File: src/rtl/param_priority_encoder_reg.sv
// rtl/param_priority_encoder_reg.sv - registered N-way priority/round-robin grant encoder
//
// Picks one of N request lines and presents it as a binary index plus a
// one-hot vector. The grant is held under a valid/ready handshake until
// the consumer accepts it.
//
// Ports:
//   clk          in   system clock, rising edge
//   rst          in   asynchronous active-high reset
//   req          in   [N-1:0] request lines, bit i = requester i
//   out_ready    in   consumer accepts the presented grant this cycle
//   grant_valid  out  a grant is being presented
//   grant_idx    out  [IDX_W-1:0] binary index of the granted requester
//   grant_onehot out  [N-1:0] one-hot of grant_idx, zero when not valid
module param_priority_encoder_reg #(
    parameter  int N     = 4,
    parameter  int MODE  = 0,
    localparam int IDX_W = $clog2(N)
) (
    input  logic             clk,
    input  logic             rst,
    input  logic [N-1:0]     req,
    input  logic             out_ready,
    output logic             grant_valid,
    output logic [IDX_W-1:0] grant_idx,
    output logic [N-1:0]     grant_onehot
);

    typedef enum logic {
        IDLE = 1'b0,
        HOLD = 1'b1
    } state_t;

    localparam logic [IDX_W-1:0] TOP_IDX = IDX_W'(N - 1);

    state_t           state_q;
    logic [IDX_W-1:0] ptr_q;
    logic             grant_valid_q;
    logic [IDX_W-1:0] grant_idx_q;
    logic [N-1:0]     grant_onehot_q;

    logic             accept;
    logic [IDX_W-1:0] ptr_d;
    logic [IDX_W-1:0] search_start;
    logic             found;
    logic [IDX_W-1:0] win_idx_d;
    logic [N-1:0]     win_onehot_d;
    int               j;

    assign accept = (state_q == HOLD) && out_ready;

    // Pointer value after accepting the current grant: just below it, wrapping.
    assign ptr_d = (grant_idx_q == '0) ? TOP_IDX : grant_idx_q - 1'b1;

    // A winner chosen on the accept edge must already see the moved pointer.
    // Fixed priority is simply a search that always starts at the top index.
    always_comb begin
        search_start = ptr_q;
        if (MODE == 0) begin
            search_start = TOP_IDX;
        end else if (accept) begin
            search_start = ptr_d;
        end
    end

    // Descending circular search from search_start; first set bit wins.
    always_comb begin
        found     = 1'b0;
        win_idx_d = '0;
        j         = 0;
        for (int k = 0; k < N; k++) begin
            j = int'(search_start) - k;
            if (j < 0) begin
                j = j + N;
            end
            if (!found && req[j[IDX_W-1:0]]) begin
                found     = 1'b1;
                win_idx_d = IDX_W'(j);
            end
        end
    end

    assign win_onehot_d = N'(1) << win_idx_d;

    always_ff @(posedge clk or posedge rst) begin
        if (rst) begin
            state_q        <= IDLE;
            ptr_q          <= TOP_IDX;
            grant_valid_q  <= 1'b0;
            grant_idx_q    <= '0;
            grant_onehot_q <= '0;
        end else begin
            case (state_q)
                IDLE: begin
                    if (found) begin
                        state_q        <= HOLD;
                        grant_valid_q  <= 1'b1;
                        grant_idx_q    <= win_idx_d;
                        grant_onehot_q <= win_onehot_d;
                    end
                end
                HOLD: begin
                    // Without an accept the grant stays frozen regardless of req.
                    if (out_ready) begin
                        ptr_q <= ptr_d;
                        if (found) begin
                            grant_idx_q    <= win_idx_d;
                            grant_onehot_q <= win_onehot_d;
                        end else begin
                            state_q        <= IDLE;
                            grant_valid_q  <= 1'b0;
                            grant_idx_q    <= '0;
                            grant_onehot_q <= '0;
                        end
                    end
                end
                default: begin
                    state_q        <= IDLE;
                    grant_valid_q  <= 1'b0;
                    grant_idx_q    <= '0;
                    grant_onehot_q <= '0;
                end
            endcase
        end
    end

    assign grant_valid  = grant_valid_q;
    assign grant_idx    = grant_idx_q;
    assign grant_onehot = grant_onehot_q;

endmodule

File: config.mk
export PLATFORM = sky130hd
export DESIGN_NAME = param_priority_encoder_reg
export DESIGN_NICKNAME = d
export VERILOG_FILES = /design/src/rtl/param_priority_encoder_reg.sv
export SDC_FILE = /design/constraint.sdc
export NUM_CORES = 1
export LEC_CHECK = 0
export CORE_AREA = 4 4 41 43
export DETAILED_ROUTE_END_ITERATION = 16
export DIE_AREA = 0 0 45 47
export PLACE_DENSITY = 0.62
export SLEW_MARGIN = 20
export SYNTH_ARGS = -nofsm -noshare
export SYNTH_HDL_FRONTEND = slang
export SYNTH_SLANG_ARGS = --single-unit
export TNS_END_PERCENT = 30
File: constraint.sdc
create_clock -name clk -period 4.7 [get_ports clk]
set_input_delay 1.41 -clock clk [delete_from_list [all_inputs] [get_ports clk]]
set_output_delay 1.41 -clock clk [all_outputs]
set_load 0.05 [all_outputs]
# After elaboration in Yosys (flattened, before gate mapping)
# Cells that the tools add are included.
# op_classes
shift	1
reduce_logical	8
n_bitwise	1
muxes	23
n_eq_ne	3
# ops
op	n
two-way mux 2 bit	7
two-way mux 4 bit	3
two-way mux 1 bit	9
case mux 4 bit (2 select lines)	1
inequality test 2 bit, second input constant	3
case mux 1 bit (2 select lines)	2
case mux 2 bit (2 select lines)	1
left shift 1 x 2 -> 4 bit, first input constant	1
logical AND 1 bit	3
zero test 1 bit	3
AND reduction 3 bit	1
AND reduction 2 bit	1
inverter 1 bit	1
# totals
inputBits	7
register_bits	8
out_inout_bits	7

# Logic depth before layout (Yosys ltp)
# Gate-level depths: netlist (run 1).
# depth
word_depth	14
ltp_mapped	3
depth_no_buf	3

# Worst setup path before layout (run 1)
# No wires, ideal clock.
# synth_timing
kind	in2reg
startpoint	input req[3]
endpoint	register grant_idx_q[0] (netlist: grant_idx[0])
setup_time_ps	125
path_slack_ps	2158
t_arrival_ps	2417
n_path_buf	0
path_stages	3
cell_sequence	or4_4 -> o21ai_4 -> mux2_4
# synth_between
elab_chain_cells	13
word_cells_on_any_way	20
cone_classes	1 x eq/ne; 12 x mux; 7 x reduce/logical
# synth_rtl
element	line_no	text
from (decl)	22	input logic [N-1:0] req,
two-way mux 1 bit	76	if (!found && req[j[IDX_W-1:0]]) begin
zero test 1 bit	76	
logical AND 1 bit	76	
two-way mux 1 bit	76	
zero test 1 bit	76	
logical AND 1 bit	76	
two-way mux 1 bit	76	
zero test 1 bit	76	
logical AND 1 bit	76	
two-way mux 2 bit or two-way mux 1 bit (tied branches)	76	
two-way mux 2 bit	106	if (found) begin
two-way mux 2 bit	104	if (out_ready) begin
case mux 2 bit (2 select lines)	93	case (state_q)
to (signal assigned)	98	grant_idx_q <= win_idx_d;
to (signal assigned)	107	grant_idx_q <= win_idx_d;
to (decl)	39	logic [IDX_W-1:0] grant_idx_q;
# Parallel ways exist; a longest one is shown, timed or not. The select of a mux whose other input is x is not followed.
# A chain may end at the register's enable or synchronous reset.

# Worst setup path in the final report (run 1)
# layout_timing
startpoint	register grant_valid_q (netlist: grant_valid)
endpoint	output grant_valid
# layout_rtl
element	line_no	text
from (decl)	38	logic grant_valid_q;
from (signal assigned)	89	grant_valid_q <= 1'b0;
from (signal assigned)	97	grant_valid_q <= 1'b1;
from (signal assigned)	111	grant_valid_q <= 1'b0;
to (decl)	24	output logic grant_valid,
# No word-level cell between the ends.

==> results_dict.tcl, run 1 <==
set metrics [dict create \
    outcome "completed" \
    r2r_slack_ns 3.12 \
    yosys_register_bits 8 \
    yosysTopAreaCellShare 0.548 \
    cts-root-buf "clkbuf_4" \
    die_area_mm2 0.00212 \
    clock_skew_ns 0.00250 \
    worst_ep_arrival_time_ns 1.44 \
    drt-met1-wl_um 394 \
    clock_latency_ns 0.25 \
    netlist_top_cells_area "dfrtp_1, a22o_1, o21ai_4" \
    timing.fmax_ghz 0.351 \
    synth_top_cell_by_area "dfrtp_1" \
    holdBufCountCts 0 \
    finalSetupTns_ns 0 \
    setup_ws_ns 1.85 \
    drc 0 \
    worstPathCellList "clkdlybuf4s50_1" \
    fillerInstances 148 \
    power.density_mw_per_mm2 353 \
    synth_seq_area_share 0.548 \
    netlist_area_um2 365 \
    cts-buffers-inserted 3 \
    rr_worst_depth 3 \
    area_delta_synth_final_pct 46.9 \
    required_ns 3.29 \
    criticalPathCategory "reg -> out" \
    p_switching_uw 62.4 \
    cts_tree "yes" \
    pwr-share-seq 0.425 \
    r2r_end "grant_idx[0]$_DFFE_PP0P_" \
    slowest_delay_ns 0.82 \
    post_cts_buffers 0 \
    drt-initial-drc-count 2 \
    hp-start "grant_onehot[1]$_DFFE_PP0P_" \
    finalNetCount 58 \
    grtUsageTotal 0.0924 \
    start_util 0.281 \
    ys_types 15 \
    wirelength_um 775 \
    layout-drive-gt1-share 0.143 \
    slew-limit-headroom 0.666 \
    hpwl_um 594 \
    maxCapViolations 0 \
    route.met2.wl_um 279 \
    crit_fanout 3 \
    min_path_type "reg -> reg" \
    cts.htree.levels 1 \
    r2r_start "state_q$_DFF_PP0_" \
    synth.net_count 40 \
    core_area_mm2 0.00130 \
    power.total_uw 189 \
    rsz0062_at_grt "false" \
    pin_count 14 \
    cp-end-kind "primary output" \
    leakage_uw 0.000238 \
    whs_path_depth 1 \
    worstMarginPinSlew_ns 0.500 \
    cp_num_buf_inv 1 \
    post-route-period-util 0.607 \
    comb_power_share 0.308 \
    io_buffers 13 \
    hold_end "grant_onehot[1]$_DFFE_PP0P_" \
    switching_share 0.330 \
    wl_met3_um 84 \
    clockPowerShare 0.267 \
    clock_sinks 8 \
    hold_viol 0 \
    clock_path_buffers 2 \
    slew_viol_final 0 \
    peakVddDrop_mv 0.180 \
    finalWeightedCongestion 0.827 \
    slowest_stage "clkdlybuf4s50_1" \
    syn_avg_cell_area_um2 11.1 \
    wire_per_inst_um 12.1 \
    dp_slack_ns 1.61 \
    min_period_ns 2.85 \
    dr.pass1.iters 2 \
    cp_top_family "buffers and inverters" \
    gr-total-overflow 0 \
    grt_pass1_wl_mm 1.28 \
    chipWidth_um 45 \
    cts_resized 0 \
    vias 296 \
    antenna_found_initial 0 \
    synth_warnings 0 \
    clk_pin_slew_ns 0.05 \
    internal_power_uw 127 \
    antennaDiodeCount 0 \
    synth_cells 33 \
    rows 13 \
    critPathLaunchType "register" \
    setup_viol 0 \
    via_per_inst 4.63 \
    die_h_um 47 \
    grt_pass1_vias 292 \
    routed.top_layer "met4" \
    layout_commonest_cell "clkdlybuf4s50_1" \
    layout_common_cells "clkdlybuf4s50_1, dfrtp_1, inv_1, nand2_1" \
    antenna_left 0 \
    grt_max_degree 9 \
]
==> area by class of cell <==
type	count	area (um^2)	area share
multi-input cells	21	150	0.280
repair buffers	13	130	0.242
well taps	15	18.8	0.0350
flip-flops and latches	8	200	0.373
inverters	4	15.0	0.0280
clock buffers	3	22.5	0.0420
==> stage by stage <==
step	hold WS, ns	instance area (um^2)	util	cells
2_1_floorplan	0.493	365	-	33
3_3_place_gp	0.499	514	0.395	61
3_5_place_dp	0.492	514	0.395	61
4_1_cts	0.514	537	0.413	64
5_1_grt	0.523	537	0.413	64
6_report	0.506	537	0.413	64
==> state kept, by name, indices dropped and copies added, names as in the netlist <==
name / cells
grant_onehot: 4
state_q: 1
grant_valid: 1
grant_idx: 2
==> synth_stat cells, drive strengths merged <==
master / number
dfrtp: 8
inv: 4
nand2: 4
o21ai: 4
a22o: 2
a32o: 2
nor2: 2
nor3: 2
a32oi: 1
mux2: 1
nand2b: 1
nor2b: 1
or4: 1
==> kinds of logic (layout without fill, tap and decap cells) <==
group | after synthesis | after routing | share of synthesized area
and+or+nand+nor | 11 | 11 | 0.154
AOI/OAI and AO/OA | 9 | 9 | 0.216
DFF | 8 | 8 | 0.548
buffers and inverters | 4 | 20 | 0.0411
muxes | 1 | 1 | 0.0411
==> worst max-delay path by stage <==
stage	startpoint	endpoint	slack [ns]	cells after the start
floorplan	req[3]	grant_idx[0]$_DFFE_PP0P_	2.16	3
global placement	req[1]	grant_idx[0]$_DFFE_PP0P_	1.63	4
detailed placement	req[1]	grant_idx[0]$_DFFE_PP0P_	1.61	4
CTS	grant_valid$_DFFE_PP0P_	grant_valid	1.83	1
global route	grant_valid$_DFFE_PP0P_	grant_valid	1.78	1
finish	grant_valid$_DFFE_PP0P_	grant_valid	1.85	1
==> per-layer routing <==
metal  GRT usage  up-vias
met1       0.117      126
met5           0        -
li1            -      151
met4      0.0877        0
met2       0.110       15
met3      0.0460        4
==> power groups by stage <==
stage | sequential, uW | combinational (uW) | clock (uW)
after detailed placement | 81.2 | 58.8 | 0
after global placement | 81.5 | 58.8 | 0
after global routing | 81.7 | 61.2 | 59.1
final | 80.4 | 58.4 | 50.5
after floorplan | 104 | 12.4 | 0
after CTS | 80.5 | 58.8 | 53.8
(Power assumes the default switching activity.)
==> run 2: changes to the inputs <==
--- a/config.mk
+++ b/config.mk
@@ -8,7 +8,7 @@
 export CORE_AREA = 4 4 41 43
 export DETAILED_ROUTE_END_ITERATION = 16
 export DIE_AREA = 0 0 45 47
-export PLACE_DENSITY = 0.62
+export PLACE_DENSITY = 0.64
 export SLEW_MARGIN = 20
 export SYNTH_ARGS = -nofsm -noshare
 export SYNTH_HDL_FRONTEND = slang
==> constraint.sdc (replaced) <==
create_clock -name clk -period 2.54 [get_ports clk]
set_input_delay 0.762 -clock clk [delete_from_list [all_inputs] [get_ports clk]]
set_output_delay 0.762 -clock clk [all_outputs]
set_load 0.05 [all_outputs]
==> run 2 against run 1 <==
Cell count grew 3.1%; combinational power grew 90%; sequential share of layout area shrank 1.0 points; power grew 87%; first-iteration DRC count grew 50%; die area is the same; sequential power grew 84%; largest power group unchanged; non-clock buffer count grew 2; largest cell class unchanged; setup slack lost 1.5 ns; clock power grew 89%; register-to-register slack lost 2.2 ns.
==> results_dict.tcl, run 2 (synthesized netlist as in run 1, its figures left out) <==
set metrics [dict create \
    outcome "completed" \
    whs_ns 0.501 \
    clock_skew_ns 0.000531 \
    clock_path_buffers 2 \
    slowest_stage "clkdlybuf4s50_1" \
    cp_num_buf_inv 1 \
    area_delta_synth_final_pct 51.0 \
    crit_fanout 3 \
    finalNetCount 60 \
    required_ns 1.78 \
    gr-total-overflow 0 \
    rsz0062_at_grt "false" \
    largest_register_ffs 4 \
    cts.htree.levels 1 \
    clock_latency_ns 0.25 \
    clock_sinks 8 \
    antenna_left 0 \
    core_area_mm2 0.00130 \
    slew_viol_final 0 \
    die_h_um 47 \
    slew-limit-headroom 0.667 \
    finalSetupTns_ns 0 \
    power.density_mw_per_mm2 642 \
    layout-drive-gt1-share 0.176 \
    die_area_mm2 0.00212 \
    criticalPathCategory "reg -> out" \
    grtUsageTotal 0.103 \
    min_period_ns 2.19 \
    antennaDiodeCount 0 \
    critPathLaunchType "register" \
    pin_count 14 \
    worstMarginPinSlew_ns 0.498 \
    power.total_uw 354 \
    min_path_type "reg -> reg" \
    worstPathCellList "clkdlybuf4s50_1" \
    layout_commonest_cell "clkdlybuf4s50_1" \
    cts_resized 0 \
    cts-buffers-inserted 3 \
    hpwl_um 624 \
    wirelength_um 826 \
    cts-root-buf "clkbuf_4" \
    seqCellArea_um2 200 \
    post_cts_buffers 0 \
    fillerInstances 138 \
    clk_pin_slew_ns 0.05 \
    wire_per_inst_um 12.5 \
    grt_pass1_wl_mm 1.43 \
    grt_pass1_vias 331 \
    grt_max_degree 9 \
    drt-initial-drc-count 3 \
    maxCapViolations 0 \
    stdcell_count 66 \
    post-route-period-util 0.862 \
    setup_viol 0 \
    layout_common_cells "clkdlybuf4s50_1, dfrtp_1, inv_1, nand2_1" \
    slowest_delay_ns 0.81 \
    via_per_inst 4.62 \
    hold_viol 0 \
    finalWeightedCongestion 0.787 \
    dr.pass1.iters 3 \
    drc 0 \
    antenna_found_initial 0 \
    cp_top_family "buffers and inverters" \
    multi_input_area_um2 150 \
    start_util 0.281 \
    worst_ep_arrival_time_ns 1.43 \
    peakVddDrop_mv 0.313 \
    io_buffers 13 \
    holdBufCountCts 0 \
    placed_cells 63 \
    vias 305 \
    chipWidth_um 45 \
    leakage_uw 0.000247 \
    cts_tree "yes" \
    rows 13 \
    cp-end-kind "primary output" \
    timing.fmax_ghz 0.457 \
]
[run 2: changes by cell type in the layout (fill, tap and decap cells not counted)]
cell / delta
buf_4: +2
[run 2: path summary, 6_finish.rpt]
path | startpoint | to | slack [ns] | cells past startpoint
setup / recovery | grant_valid$_DFFE_PP0P_ | grant_valid | 0.35 | 1
hold / removal | grant_onehot[1]$_DFFE_PP0P_ | grant_onehot[1]$_DFFE_PP0P_ | 0.50 | 1
setup reg to reg | state_q$_DFF_PP0_ | grant_idx[0]$_DFFE_PP0P_ | 0.97 | 3
hold reg to reg | grant_onehot[1]$_DFFE_PP0P_ | grant_onehot[1]$_DFFE_PP0P_ | 0.50 | 1
max in group asynchronous | rst | grant_onehot[3]$_DFFE_PP0P_ | 1.56 | 2
min in group asynchronous | rst | grant_onehot[0]$_DFFE_PP0P_ | 0.75 | 2
[run 2: worst reg2reg max path: stages (launching register included)]
cell and delay [ns]:
dfrtp_1 0.44, or4_4 0.52, o21ai_4 0.19, mux2_4 0.31
[run 2: cell type report]
class,instances,share of cell area
inverter,4,0.0272
tap,15,0.0340
timing repair buffer,15,0.263
sequential,8,0.363
clock buffer,3,0.0408
multi-input combinational,21,0.272
[run 2: power breakdown]
group          internal (uW)  switching, uW  total (uW)
Sequential               140           8.05         148
Clock                   54.0           41.5        95.5
Combinational           42.7           68.1         111
Total                    237            118         354
[run 2: routing by layer]
metal  global-route usage  part of all wire  wire length (um)
met1                0.117              0.47               385
met2                0.147              0.43               353
met3               0.0460              0.11                87
met4               0.0877                 0                 0
met5                    0                 0                 0
[run 2: per-stage QoR]
| stage | setup slack, ns | util | cell area [um^2] |
|---|---|---|---|
| 2_1_floorplan | 0.646 | - | 365 |
| 3_3_place_gp | 0.193 | 0.407 | 529 |
| 3_5_place_dp | 0.181 | 0.407 | 529 |
| 4_1_cts | 0.331 | 0.424 | 552 |
| 5_1_grt | 0.301 | 0.424 | 552 |
| 6_report | 0.350 | 0.424 | 552 |
